==> src/rtl/ldpc_min2_tree_if.sv <==
// Beat/result bus for the LDPC check-node min1/min2 search.
// master: drives the beat (i_valid, i_last, i_in_data) and receives the row result.
// slave : receives the beat and drives o_valid, o_min1, o_min2, o_min1_index, o_error.
interface ldpc_min2_tree_if #(
  parameter int unsigned WIDTH      = 16,
  parameter int unsigned NUM_INPUTS = 8,
  parameter int unsigned MAX_BEATS  = 4
);
  localparam int unsigned IDX_RAW = $clog2(NUM_INPUTS * MAX_BEATS);
  localparam int unsigned IDX_W   = (IDX_RAW < 1) ? 1 : IDX_RAW;

  logic                        i_valid;
  logic                        i_last;
  logic [NUM_INPUTS*WIDTH-1:0] i_in_data;
  logic                        o_valid;
  logic [WIDTH-1:0]            o_min1;
  logic [WIDTH-1:0]            o_min2;
  logic [IDX_W-1:0]            o_min1_index;
  logic                        o_error;

  modport master (
    output i_valid, i_last, i_in_data,
    input  o_valid, o_min1, o_min2, o_min1_index, o_error
  );

  modport slave (
    input  i_valid, i_last, i_in_data,
    output o_valid, o_min1, o_min2, o_min1_index, o_error
  );
endinterface

==> src/rtl/ldpc_min2_tree.sv <==
// Pipelined check-node magnitude search: per row, the smallest value (min1),
// the second-smallest value (min2) and the global index of min1. A row is one
// or more beats of NUM_INPUTS unsigned values; one beat is accepted per clock.
// Ports:
//   i_clock - rising-edge clock
//   i_reset - asynchronous active-high reset
//   bus     - slave side of ldpc_min2_tree_if (beat in, row result out)
// Latency from a last beat to o_valid is $clog2(NUM_INPUTS) + 1 cycles.
module ldpc_min2_tree #(
  parameter int unsigned WIDTH      = 16,
  parameter int unsigned NUM_INPUTS = 8,
  parameter int unsigned MAX_BEATS  = 4
) (
  input logic             i_clock,
  input logic             i_reset,
  ldpc_min2_tree_if.slave bus
);
  localparam int unsigned STAGES  = $clog2(NUM_INPUTS);
  localparam int unsigned LANES   = 1 << STAGES;
  localparam int unsigned IDX_RAW = $clog2(NUM_INPUTS * MAX_BEATS);
  localparam int unsigned IDX_W   = (IDX_RAW < 1) ? 1 : IDX_RAW;
  localparam int unsigned NODE_W  = 2 * WIDTH + IDX_W;
  localparam int unsigned CNT_W   = $clog2(MAX_BEATS + 1);

  // Node layout: {min1, min2, idx}
  typedef logic [NODE_W-1:0] node_t;

  function automatic node_t pack_node(input logic [WIDTH-1:0] m1, input logic [WIDTH-1:0] m2,
                                      input logic [IDX_W-1:0] idx);
    return {m1, m2, idx};
  endfunction

  function automatic logic [WIDTH-1:0] node_min1(input node_t n);
    return n[NODE_W-1 -: WIDTH];
  endfunction

  function automatic logic [WIDTH-1:0] node_min2(input node_t n);
    return n[IDX_W+WIDTH-1 -: WIDTH];
  endfunction

  function automatic logic [IDX_W-1:0] node_idx(input node_t n);
    return n[IDX_W-1:0];
  endfunction

  function automatic logic [WIDTH-1:0] min_val(input logic [WIDTH-1:0] a, input logic [WIDTH-1:0] b);
    return (b < a) ? b : a;
  endfunction

  // x sits at the lower index, so it keeps min1 on a tie
  function automatic node_t leaf_pair(input logic [WIDTH-1:0] x, input logic [WIDTH-1:0] y,
                                      input logic [IDX_W-1:0] idx_x);
    if (y < x) return pack_node(y, x, idx_x + IDX_W'(1));
    else       return pack_node(x, y, idx_x);
  endfunction

  // a covers lower indices than b; b must be strictly smaller to win
  function automatic node_t merge_nodes(input node_t a, input node_t b);
    if (node_min1(b) < node_min1(a))
      return pack_node(node_min1(b), min_val(node_min1(a), node_min2(b)), node_idx(b));
    else
      return pack_node(node_min1(a), min_val(node_min1(b), node_min2(a)), node_idx(a));
  endfunction

  // Leaf lanes, padded to a power of two with all-ones values
  logic [WIDTH-1:0] lane [LANES];

  for (genvar k = 0; k < LANES; k++) begin : g_lane
    if (k < NUM_INPUTS) begin : g_real
      assign lane[k] = bus.i_in_data[k*WIDTH +: WIDTH];
    end else begin : g_pad
      assign lane[k] = '1;
    end
  end

  // Valid/last flags travel alongside the tree data
  logic [STAGES-1:0] vld_pipe;
  logic [STAGES-1:0] lst_pipe;

  always_ff @(posedge i_clock or posedge i_reset) begin
    if (i_reset) begin
      vld_pipe <= '0;
      lst_pipe <= '0;
    end else begin
      vld_pipe[0] <= bus.i_valid;
      lst_pipe[0] <= bus.i_valid & bus.i_last;
      for (int s = 1; s < int'(STAGES); s++) begin
        vld_pipe[s] <= vld_pipe[s-1];
        lst_pipe[s] <= lst_pipe[s-1];
      end
    end
  end

  // Reduction tree: stage 0 pairs leaves, each later stage merges node pairs
  for (genvar s = 0; s < STAGES; s++) begin : g_stage
    localparam int unsigned NODES = LANES >> (s + 1);
    node_t node [NODES];

    if (s == 0) begin : g_leaf
      always_ff @(posedge i_clock or posedge i_reset) begin
        if (i_reset) begin
          for (int j = 0; j < int'(NODES); j++) node[j] <= '0;
        end else begin
          for (int j = 0; j < int'(NODES); j++)
            node[j] <= leaf_pair(lane[2*j], lane[2*j+1], IDX_W'(2*j));
        end
      end
    end else begin : g_merge
      always_ff @(posedge i_clock or posedge i_reset) begin
        if (i_reset) begin
          for (int j = 0; j < int'(NODES); j++) node[j] <= '0;
        end else begin
          for (int j = 0; j < int'(NODES); j++)
            node[j] <= merge_nodes(g_stage[s-1].node[2*j], g_stage[s-1].node[2*j+1]);
        end
      end
    end
  end

  node_t tree_out;
  logic  tree_valid;
  logic  tree_last;

  assign tree_out   = g_stage[STAGES-1].node[0];
  assign tree_valid = vld_pipe[STAGES-1];
  assign tree_last  = lst_pipe[STAGES-1];

  // Row accumulator state
  node_t            acc;
  logic             acc_full;
  logic [CNT_W-1:0] beat_cnt;
  logic             err_flag;

  node_t beat_node;
  node_t merged;
  node_t result;
  logic  in_range;
  logic  take;
  logic  err_next;

  // Beat merge: beat is the higher-index operand, its idx offset by its beat position
  always_comb begin
    beat_node = pack_node(node_min1(tree_out), node_min2(tree_out),
                          node_idx(tree_out) + IDX_W'(32'(beat_cnt) * NUM_INPUTS));
    in_range  = (beat_cnt < CNT_W'(MAX_BEATS));
    merged    = acc_full ? merge_nodes(acc, beat_node) : beat_node;
    take      = tree_valid & in_range;
    result    = take ? merged : acc;
    err_next  = err_flag | (tree_valid & ~in_range);
  end

  // Accumulator update and registered row result
  always_ff @(posedge i_clock or posedge i_reset) begin
    if (i_reset) begin
      acc              <= '0;
      acc_full         <= 1'b0;
      beat_cnt         <= '0;
      err_flag         <= 1'b0;
      bus.o_valid      <= 1'b0;
      bus.o_min1       <= '0;
      bus.o_min2       <= '0;
      bus.o_min1_index <= '0;
      bus.o_error      <= 1'b0;
    end else begin
      bus.o_valid <= tree_valid & tree_last;
      if (tree_valid & tree_last) begin
        bus.o_min1       <= node_min1(result);
        bus.o_min2       <= node_min2(result);
        bus.o_min1_index <= node_idx(result);
        bus.o_error      <= err_next;
        acc              <= '0;
        acc_full         <= 1'b0;
        beat_cnt         <= '0;
        err_flag         <= 1'b0;
      end else if (take) begin
        acc      <= merged;
        acc_full <= 1'b1;
        beat_cnt <= beat_cnt + CNT_W'(1);
      end else if (tree_valid) begin
        // Beat beyond MAX_BEATS: dropped, row marked in error
        err_flag <= 1'b1;
      end
    end
  end
endmodule

==> src/flat_wrapper.sv <==
// flat-port wrapper written by rule: the top's interface ports become plain ports
module ldpc_min2_tree_flat 
#(
  parameter int unsigned WIDTH      = 16,
  parameter int unsigned NUM_INPUTS = 8,
  parameter int unsigned MAX_BEATS  = 4
)
  (i_clock, i_reset, bus_i_valid, bus_i_last, bus_i_in_data, bus_o_valid, bus_o_min1, bus_o_min2, bus_o_min1_index, bus_o_error);
  ldpc_min2_tree_if #(.WIDTH(WIDTH), .NUM_INPUTS(NUM_INPUTS), .MAX_BEATS(MAX_BEATS)) bus_i ();
  input logic i_clock;
  input logic i_reset;
  input wire logic [$bits(bus_i.i_valid)-1:0] bus_i_valid;
  input wire logic [$bits(bus_i.i_last)-1:0] bus_i_last;
  input wire logic [$bits(bus_i.i_in_data)-1:0] bus_i_in_data;
  output wire logic [$bits(bus_i.o_valid)-1:0] bus_o_valid;
  output wire logic [$bits(bus_i.o_min1)-1:0] bus_o_min1;
  output wire logic [$bits(bus_i.o_min2)-1:0] bus_o_min2;
  output wire logic [$bits(bus_i.o_min1_index)-1:0] bus_o_min1_index;
  output wire logic [$bits(bus_i.o_error)-1:0] bus_o_error;
  assign bus_i.i_valid = bus_i_valid;
  assign bus_i.i_last = bus_i_last;
  assign bus_i.i_in_data = bus_i_in_data;
  assign bus_o_valid = bus_i.o_valid;
  assign bus_o_min1 = bus_i.o_min1;
  assign bus_o_min2 = bus_i.o_min2;
  assign bus_o_min1_index = bus_i.o_min1_index;
  assign bus_o_error = bus_i.o_error;
  ldpc_min2_tree #(.WIDTH(WIDTH), .NUM_INPUTS(NUM_INPUTS), .MAX_BEATS(MAX_BEATS)) u_core (.i_clock(i_clock), .i_reset(i_reset), .bus(bus_i));
endmodule
==> config.mk <==
export PLATFORM = sky130hd
export DESIGN_NAME = ldpc_min2_tree_flat
export DESIGN_NICKNAME = d
export VERILOG_FILES = /design/src/rtl/ldpc_min2_tree_if.sv /design/src/rtl/ldpc_min2_tree.sv /design/src/flat_wrapper.sv
export SDC_FILE = /design/constraint.sdc
export NUM_CORES = 1
export LEC_CHECK = 0
export CAP_MARGIN = 20
export CORE_ASPECT_RATIO = 1.2
export CORE_MARGIN = 5
export CORE_UTILIZATION = 30
export CTS_CLUSTER_SIZE = 40
export DETAILED_ROUTE_END_ITERATION = 6
export PLACE_DENSITY = 0.51
export SLEW_MARGIN = 20
export SYNTH_ARGS = -nofsm -noshare
export SYNTH_HDL_FRONTEND = slang
export SYNTH_SLANG_ARGS = --single-unit
==> constraint.sdc <==
create_clock -name i_clock -period 30 [get_ports i_clock]
set_clock_uncertainty 0.1 [all_clocks]
set_input_delay 6 -clock i_clock [delete_from_list [all_inputs] [get_ports i_clock]]
set_output_delay 6 -clock i_clock [all_outputs]
set_load 0.03 [all_outputs]
# After elaboration in Yosys (flattened, before gate mapping)
# Index checks and enable logic that the tools add are counted.
# Widths: inputs -> output; s select.
# classes
add_sub_neg	2
order_cmp	17
n_eq_ne	1
n_mux	26
bitwise_logic	6
n_reduce_logical	3
# ops
op	count
$mux 37	11
$lt 16x16->1	16
$mux 16	8
$mux 3	2
$add 5x5->5	1
$mux 1	5
$and 1x1->1	4
$reduce_bool 2->1	2
$add 3x1->3 const B	1
$lt 3x3->1 const B	1
$ne 2x2->1 const B	1
$reduce_and 2->1	1
$not 1->1	1
$or 1x1->1	1
# word_totals
ff_bits	346

# Logic depth before layout (Yosys ltp)
# Gate-level depths: netlist of run 1.
# logic_depth
depth_word	6
ltp_mapped	12

# Least setup slack after synthesis of run 1
# No wires, ideal clock.
# synth_path
kind	input-to-reg
from	input bus_i_in_data[9]
to	register u_core.g_stage[0].node[122] (netlist name)
setup_time_ns	0.128
arrival_time_ns	7.792
setup_slack_ns	21.981
cell_stages	11
path_buffers	1
path_cell_list	inv_1 ha_1 a21o_1 a21o_1 a21o_1 a21oi_1 nor2b_1 a211oi_2 o21ai_2 buf_2 mux2_1
# synth_between
elab_chain_len	2
# synth_lines
element	line_no	rtl
start, declared	flat_wrapper.sv:14	input wire logic [$bits(bus_i.i_in_data)-1:0] bus_i_in_data;
$lt 16x16->1	ldpc_min2_tree.sv:52	if (y < x) return pack_node(y, x, idx_x + IDX_W'(1));
$mux 37	ldpc_min2_tree.sv:52	
end signal, assigned by index	ldpc_min2_tree.sv:104	node[j] <= leaf_pair(lane[2*j], lane[2*j+1], IDX_W'(2*j));
end, declared	ldpc_min2_tree.sv:96	node_t node [NODES];
# No other way between the ends.
# A chain may end at the register's enable or synchronous reset.

# Final worst setup path of run 1
# layout_path
from	input bus_i_in_data[1]
to	register u_core.g_stage[0].node[126] (netlist name)
# The elaborated chain is that of the path after synthesis.

==> reports/qor.tcl, run 1 <==
set qor(synthFlopType) {dfrtp_1}
set qor(largest_net_degree_at_the_start_of_global_routing) 121
set qor(vias) 13200
set qor(synth_largest_area_cell) {dfrtp_1}
set qor(cts_hold_buf) 0
set qor(cp-end-kind) {flip-flop}
set qor(fp-row-count) 101
set qor(status) {finished, final reports clean}
set qor(critPathMaxFanout) 33
set qor(floorplan.io_pins) 171
set qor(initial_utilization_pct) 30.3
set qor(use_met2_pct) 25.1
set qor(timing.hold.worst.class) {flip-flop to flip-flop}
set qor(vias_per_std_cell) 4.74
set qor(cts-htree-levels) 2
set qor(cp_common_cell) {a21o_1}
set qor(drv_slew) 0
set qor(die-area_mm2) 0.0689
set qor(final.hold.worst_slack_ns) 0.249
set qor(netlist_instances) 1773
set qor(die_h_um) 287
set qor(finalNetCount) 2313
set qor(route.antenna.remaining_nets) 0
set qor(grtUsageMet3_pct) 2.02
set qor(post_cts.resized_instances) 0
set qor(gr-usage-met1_pct) 18.5
set qor(track_usage_pct) 14.5
set qor(cap_viol_max_count) 0
set qor(post_synth_main_area_contributors) {dfrtp_1 (42%), ha_1 (16%), mux2i_1 (9.4%), mux2_2 (6.0%), inv_1 (3.7%)}
set qor(worst-r2r-setup-slack_ns) 26.70
set qor(path_class) {input pin to flip-flop}
set qor(path_clk_slew_ns) 0.05
set qor(synth-seq-cells) 324
set qor(min_delay_path_depth) 0
set qor(worst-r2r-cell-count) 10
set qor(cpPeakStageDelay_ns) 0.49
set qor(min_period_over_period_pct) 28.4
set qor(worst_hold_path.endpoint) {u_core.lst_pipe[2]$_DFF_PP0_}
set qor(routed_wl_um) 50100
set qor(gp_congestion) 0.849
set qor(finalHoldViolCount) 0
set qor(asyncSetResetFlopFracSynth_pct) 100
set qor(most-common-layout-cells) {dfrtp_1 (324), ha_1 (241), inv_1 (189), mux2i_1 (180), clkdlybuf4s50_1 (170)}
set qor(arrival_ns) 8.84
set qor(grt_remaining_overflow) 0
set qor(synth-seq-area-share_pct) 42.4
set qor(grt_setup_unrepaired) {no}
set qor(final_area_mm2) 0.0230
set qor(setup_violations) 0
set qor(finish.cell_count_without_fillers) 2792
set qor(holdCritStartpoint) {u_core.lst_pipe[1]$_DFF_PP0_}
set qor(crit-reg2reg-capture) {u_core.bus.o_min2[15]$_DFFE_PP0P_}
set qor(mostFrequentLayoutCell) {dfrtp_1}
set qor(floorplan.die.width_um) 240
set qor(placedCellCount) 2722
set qor(synth.yosys.warnings) 0
set qor(fmaxAchievable_mhz) 117
set qor(syn_nets) 2146
set qor(max_slew_margin_pct) 37.7
set qor(n_antenna_cell) 0
set qor(leakagePower_nw) 11.2
set qor(peakVddDrop_uv) 35.7
set qor(fillerInstances) 6247
set qor(avg_inst_size_synth_um2) 10.8
set qor(critPathRequiredTime_ns) 30.31
set qor(grt_first_pass_wirelength_um) 78700
set qor(coreArea_mm2) 0.0632
set qor(setup_tns_ns) 0
set qor(cts.path.max_buffers) 3
set qor(startpoint_of_the_lowest_slack_register_to_register_path) {u_core.acc[33]$_DFF_PP0_}
set qor(first_global_vias) 13900
set qor(place.detailed.hpwl_um) 39200
set qor(slowest_stage) {clkdlybuf4s50_1}
set qor(worst-path-buf-inv) 3
set qor(insertion_delay_ns) 0.56
set qor(place.port_buffers) 170
set qor(place_area_mm2) 0.0217
set qor(dr_wl_cell_um) 17.9
set qor(dr.pass1.iters) 5
set qor(drc) 0
set qor(number_of_clock_buffers_inserted_by_tritoncts) 39
set qor(tightestPinTransition_ns) 0.935
set qor(yosys.area.top_type_share_pct) 42.4
set qor(path_delay_family) {compound AO/OA/AOI/OAI gates}
set qor(cts_setup_buffers) 0
set qor(final_core_utilization_pct) 36.5
set qor(cts_tree) {done}
set qor(synth.lib_cells_used.distinct) 58
set qor(area_growth_pct) 20.6
set qor(finalPower_mw) 2.02
set qor(grt_most_used_layer) {met2}
set qor(clock_sinks) 324
set qor(clock-root-buffer) {clkbuf_16}
set qor(power-per-cell-area_mw_per_mm2) 87.8
set qor(drive_above_1_share_pct) 10.6
set qor(critical_path.cell_chain) {clkdlybuf4s50_1 -> inv_1 -> ha_1 -> a21o_1 -> a21o_1 -> a211oi_1 -> o21ai_1 -> a211oi_2 -> o21ai_2 -> buf_4 -> mux2_1}
set qor(critical_path.startpoint_type) {input pin}
set qor(drt_iter0_markers) 590
set qor(synth-edff-count) 0
set qor(dp_slack_ns) 20.68
set qor(mappedNetlistArea_mm2) 0.0191
set qor(finalCriticalPeriod_ns) 8.53
set qor(layout_setup_ws_ns) 21.47
set qor(number_of_antenna_violations_at_the_first_check_in_global_routing) 0
layout make-up:
class | count | area (um^2) | share of cell area [%]
clock buffers | 51 | 1090 | 4.75
clock inverters | 18 | 229 | 0.994
inverters | 191 | 724 | 3.14
multi-input cells | 1195 | 9990 | 43.4
flip-flops and latches | 324 | 8110 | 35.2
well taps | 824 | 1030 | 4.47
repair buffers | 189 | 1870 | 8.11
worst register-to-register path, delay by kind of cell, from the launching register on:
family / cells / cell delay (ns)
simple gates: 3 / 1.48
compound gates: 5 / 0.83
flops: 1 / 0.41
fa+ha+maj: 1 / 0.30
buf+inv: 1 / 0.09
sequential cells by signal (all words and copies together) (netlist names):
name,flops
u_core.g_stage.node,237
u_core.acc,37
u_core.bus.o_min1,16
u_core.bus.o_min2,16
u_core.bus.o_min1_index,5
u_core.beat_cnt,3
u_core.lst_pipe,3
u_core.vld_pipe,3
u_core.acc_full,1
u_core.bus.o_error,1
u_core.bus.o_valid,1
u_core.err_flag,1
synth_stat cells, types with 3 or more instances:
library cell  count
a211o_1           5
a211oi_1         12
a211oi_2          3
a21o_1           86
a21oi_1          83
a21oi_4           3
a221oi_1          5
a311oi_1         16
a31oi_1           4
and2_1            5
and3_1            5
and4_1            6
buf_2            28
buf_4             8
buf_6             5
clkbuf_1         20
dfrtp_1         324
ha_1            241
inv_1           190
mux2_1           18
mux2_2          102
mux2i_1         180
nand2_1         116
nand2b_1         17
nand3_1           6
nand4_1          20
nor2_1           57
nor2b_1           6
nor3_1            6
o211ai_1         17
o21a_1            7
o21ai_0          90
o21ai_1          30
o21ai_2           7
o21bai_1         15
worst max path at each step:
| stage | from | to | slack [ns] | cells past startpoint |
|---|---|---|---|---|
| after floorplan | i_reset | u_core.acc[0]$_DFF_PP0_ | 14.93 | 1 |
| after global placement | bus_i_in_data[97] | u_core.g_stage[0].node[5]$_DFF_PP0_ | 20.71 | 10 |
| after detailed placement | bus_i_in_data[97] | u_core.g_stage[0].node[8]$_DFF_PP0_ | 20.68 | 10 |
| after CTS | bus_i_in_data[97] | u_core.g_stage[0].node[8]$_DFF_PP0_ | 21.24 | 10 |
| after global routing | i_reset | u_core.g_stage[0].node[118]$_DFF_PP0_ | 21.18 | 4 |
| final | bus_i_in_data[1] | u_core.g_stage[0].node[126]$_DFF_PP0_ | 21.47 | 11 |
cells by family (layout without fill, tap and decap cells):
logic type,after synthesis,after routing,share of synthesized area (%)
compound gates,399,399,13.6
flops,324,324,42.4
mux,300,300,16.5
buf+inv,254,449,5.52
simple gates,253,253,6.09
fa+ha+maj,241,241,15.8
other cells,1,1,0.0196
xor+xnor,1,1,0.0458
report_power, final:
group / internal (mW) / switching (mW)
sequential: 0.564 / 0.109
combinational: 0.372 / 0.493
clock: 0.300 / 0.185
total: 1.24 / 0.786
per-layer routing:
layer  vias up  wire length, um
li1       6620                -
met1      6339            21900
met2       203            25000
met3        77             1630
met4         0             1510
met5         -                0
Note: power is estimated with default switching activity, not from simulation.
==> run 2, diff against run 1 <==
==> constraint.sdc (replaced) <==
create_clock -name i_clock -period 7.9 [get_ports i_clock]
set_clock_uncertainty 0.1 [all_clocks]
set_input_delay 1.58 -clock i_clock [delete_from_list [all_inputs] [get_ports i_clock]]
set_output_delay 1.58 -clock i_clock [all_outputs]
set_load 0.03 [all_outputs]
==> run 2 against run 1 <==
Design area about the same. Worst setup slack got worse by 18 ns. Global-route usage increased by 0.19 points. Combinational power increased to 3.8 times the previous value. Sequential share of layout area about the same. Critical path type unchanged.
==> reports/qor.tcl, run 2 (synthesis results as in run 1) <==
set qor(grt_remaining_overflow) 0 ;# unchanged
set qor(arrival_ns) 4.46 ;# -4.38 ns
set qor(worst-path-buf-inv) 3 ;# unchanged
set qor(coreArea_mm2) 0.0632 ;# unchanged
set qor(most-common-layout-cells) {dfrtp_1 (324), ha_1 (241), inv_1 (189), mux2i_1 (180), clkdlybuf4s50_1 (170)}
set qor(drt_iter0_markers) 640 ;# +8.5%
set qor(post_cts.resized_instances) 0 ;# unchanged
set qor(p_sw_mw) 3.00 ;# +280%
set qor(path_clk_slew_ns) 0.06 ;# about the same
set qor(max_slew_margin_pct) 40.2 ;# +2.5 points
set qor(grt_first_pass_wirelength_um) 80200 ;# +1.9%
set qor(cap_viol_max_count) 0 ;# unchanged
set qor(peakVddDrop_uv) 198 ;# +460%
set qor(cpPeakStageDelay_ns) 0.50 ;# about the same
set qor(fp-row-count) 101 ;# unchanged
set qor(min_period_over_period_pct) 52.4
set qor(fillerInstances) 6301 ;# +0.86%
set qor(critical_path.startpoint_type) {input pin}
set qor(sequential_cell_area_mm2) 0.00811 ;# unchanged
set qor(cts_tree) {done}
set qor(cts_hold_buf) 0 ;# unchanged
set qor(cts_setup_buffers) 0 ;# unchanged
set qor(leakagePower_nw) 11.3 ;# +0.19%
set qor(dp_slack_ns) 2.96 ;# -17.72 ns
set qor(setup_tns_ns) 0 ;# unchanged
set qor(first_global_vias) 14200 ;# +2.2%
set qor(floorplan.die.width_um) 240 ;# unchanged
set qor(cts.path.max_buffers) 3 ;# unchanged
set qor(layout_setup_ws_ns) 3.76 ;# -17.71 ns
set qor(slowest_stage) {clkdlybuf4s50_1}
set qor(place.detailed.hpwl_um) 39600 ;# +1.2%
set qor(comb_power_share_pct) 43.0 ;# +0.2 points
set qor(vias) 13300 ;# +0.14%
set qor(finalHoldViolCount) 0 ;# unchanged
set qor(setup_violations) 0 ;# unchanged
set qor(place.port_buffers) 170 ;# unchanged
set qor(drive_above_1_share_pct) 10.8 ;# +0.20 points
set qor(insertion_delay_ns) 0.55 ;# about the same
set qor(mostFrequentLayoutCell) {dfrtp_1}
set qor(critPathMaxFanout) 24 ;# -27%
set qor(drc) 0 ;# unchanged
set qor(critical_path.cell_chain) {clkdlybuf4s50_1 -> inv_1 -> ha_1 -> a21o_1 -> a21o_1 -> a211oi_1 -> o21ai_1 -> a211oi_2 -> o21ai_2 -> buf_4 -> mux2_1}
set qor(clock_sinks) 324 ;# unchanged
set qor(largest_net_degree_at_the_start_of_global_routing) 141 ;# +17%
set qor(finalPower_mw) 7.68 ;# +280%
set qor(floorplan.io_pins) 171 ;# unchanged
set qor(internal_power_mw) 4.68 ;# +280%
set qor(initial_utilization_pct) 30.3 ;# unchanged
set qor(grt_setup_unrepaired) {no}
set qor(finalCriticalPeriod_ns) 4.14
set qor(cts-htree-levels) 2 ;# unchanged
set qor(die_h_um) 287 ;# unchanged
set qor(path_delay_family) {compound AO/OA/AOI/OAI gates}
set qor(top_register) {u_core.g_stage.node}
set qor(number_of_antenna_violations_at_the_first_check_in_global_routing) 0 ;# unchanged
set qor(area_used_by_multi_input_combinational_logic_mm2) 0.0100 ;# about the same
set qor(sequentialPowerShare_pct) 33.2 ;# about the same
set qor(worst-r2r-setup-slack_ns) 4.55 ;# -22.15 ns
set qor(n_antenna_cell) 0 ;# unchanged
set qor(cp-end-kind) {flip-flop}
set qor(tightestPinTransition_ns) 0.897 ;# -0.0377 ns
set qor(largest_register_ff_count) 237 ;# unchanged
set qor(clock-root-buffer) {clkbuf_16}
set qor(die-area_mm2) 0.0689 ;# unchanged
set qor(routed_wl_um) 50500 ;# +0.76%
set qor(drv_slew) 0 ;# unchanged
set qor(path_class) {input pin to flip-flop}
set qor(cp_common_cell) {a21o_1}
set qor(status) {finished, final reports clean}
set qor(timing.hold.worst.class) {flip-flop to flip-flop}
set qor(route.antenna.remaining_nets) 0 ;# unchanged
set qor(clockPowerShare_pct) 23.8 ;# -0.2 points
set qor(power-per-cell-area_mw_per_mm2) 333 ;# +280%
set qor(track_usage_pct) 14.7 ;# +0.19 points
set qor(finalNetCount) 2313 ;# unchanged
set qor(vias_per_std_cell) 4.75 ;# +0.14%
set qor(dr_wl_cell_um) 18.1 ;# +0.76%
set qor(dr.pass1.iters) 7 ;# +2
set qor(critPathRequiredTime_ns) 8.23 ;# -22.08 ns
set qor(fmaxAchievable_mhz) 242
set qor(area_growth_pct) 20.7 ;# about the same
set qor(reg_top3) {u_core.g_stage.node (237), u_core.acc (37)}
set qor(gp_congestion) 0.861 ;# +1.4%
set qor(power.share.switching_pct) 39.0 ;# +0.15 points
set qor(number_of_clock_buffers_inserted_by_tritoncts) 39 ;# unchanged
==> run 2: per-layer routing <==
layer  up-vias  wire length [um]  GRT usage (%)
met2       219             25700           25.8
met1      6371             21700           18.5
met3        67              1910           2.34
met4         0              1210           4.24
met5         -                 0              0
li1       6601                 -              -
==> run 2: worst reg2reg max path: stages (launching register included) <==
cell and delay [ns]:
dfrtp_1 0.42, inv_1 0.09, ha_1 0.30, or4_1 0.52, o21ai_1 0.09, a21oi_1 0.07, and2_4 0.18, and4bb_2 0.81
a311oi_1 0.25, a311o_1 0.37, o311ai_1 0.07
==> run 2: path summary, 6_finish.rpt <==
| path | cells past startpoint | start | to |
|---|---|---|---|
| setup / recovery | 11 | bus_i_in_data[1] | u_core.g_stage[0].node[126]$_DFF_PP0_ |
| hold / removal | 0 | u_core.lst_pipe[0]$_DFF_PP0_ | u_core.lst_pipe[1]$_DFF_PP0_ |
| setup reg to reg | 10 | u_core.acc[33]$_DFF_PP0_ | u_core.bus.o_min2[15]$_DFFE_PP0P_ |
| hold reg to reg | 0 | u_core.lst_pipe[0]$_DFF_PP0_ | u_core.lst_pipe[1]$_DFF_PP0_ |
| max in group asynchronous | 4 | i_reset | u_core.g_stage[0].node[100]$_DFF_PP0_ |
| min in group asynchronous | 2 | i_reset | u_core.bus.o_min1[9]$_DFFE_PP0P_ |
==> run 2: final cells by class <==
cell class | count | area share (%)
clock buffer | 53 | 5.03
timing repair buffer | 189 | 8.15
multi-input combinational | 1195 | 43.4
clock inverter | 16 | 0.716
inverter | 191 | 3.12
sequential | 324 | 35.2
tap | 824 | 4.47
==> run 2: power groups by stage <==
stage,Combinational (mW),Clock (mW),Sequential (mW)
detailed placement,3.34,0,2.58
finish,3.30,1.83,2.55
global route,3.72,1.96,2.61
CTS,3.35,1.90,2.56
global placement,3.26,0,2.57
floorplan,2.26,0,2.59
==> run 2: per-stage QoR <==
stage | cell area (um^2) | util, % | hold slack (ns) | std cells
4_1_cts | 23000 | 36.4 | 0.248 | 2791
6_report | 23100 | 36.5 | 0.248 | 2792
3_3_place_gp | 21700 | 34.3 | 0.235 | 2722
3_5_place_dp | 21700 | 34.3 | 0.236 | 2722
5_1_grt | 23100 | 36.5 | 0.260 | 2792
2_1_floorplan | 19100 | - | 0.231 | 1773
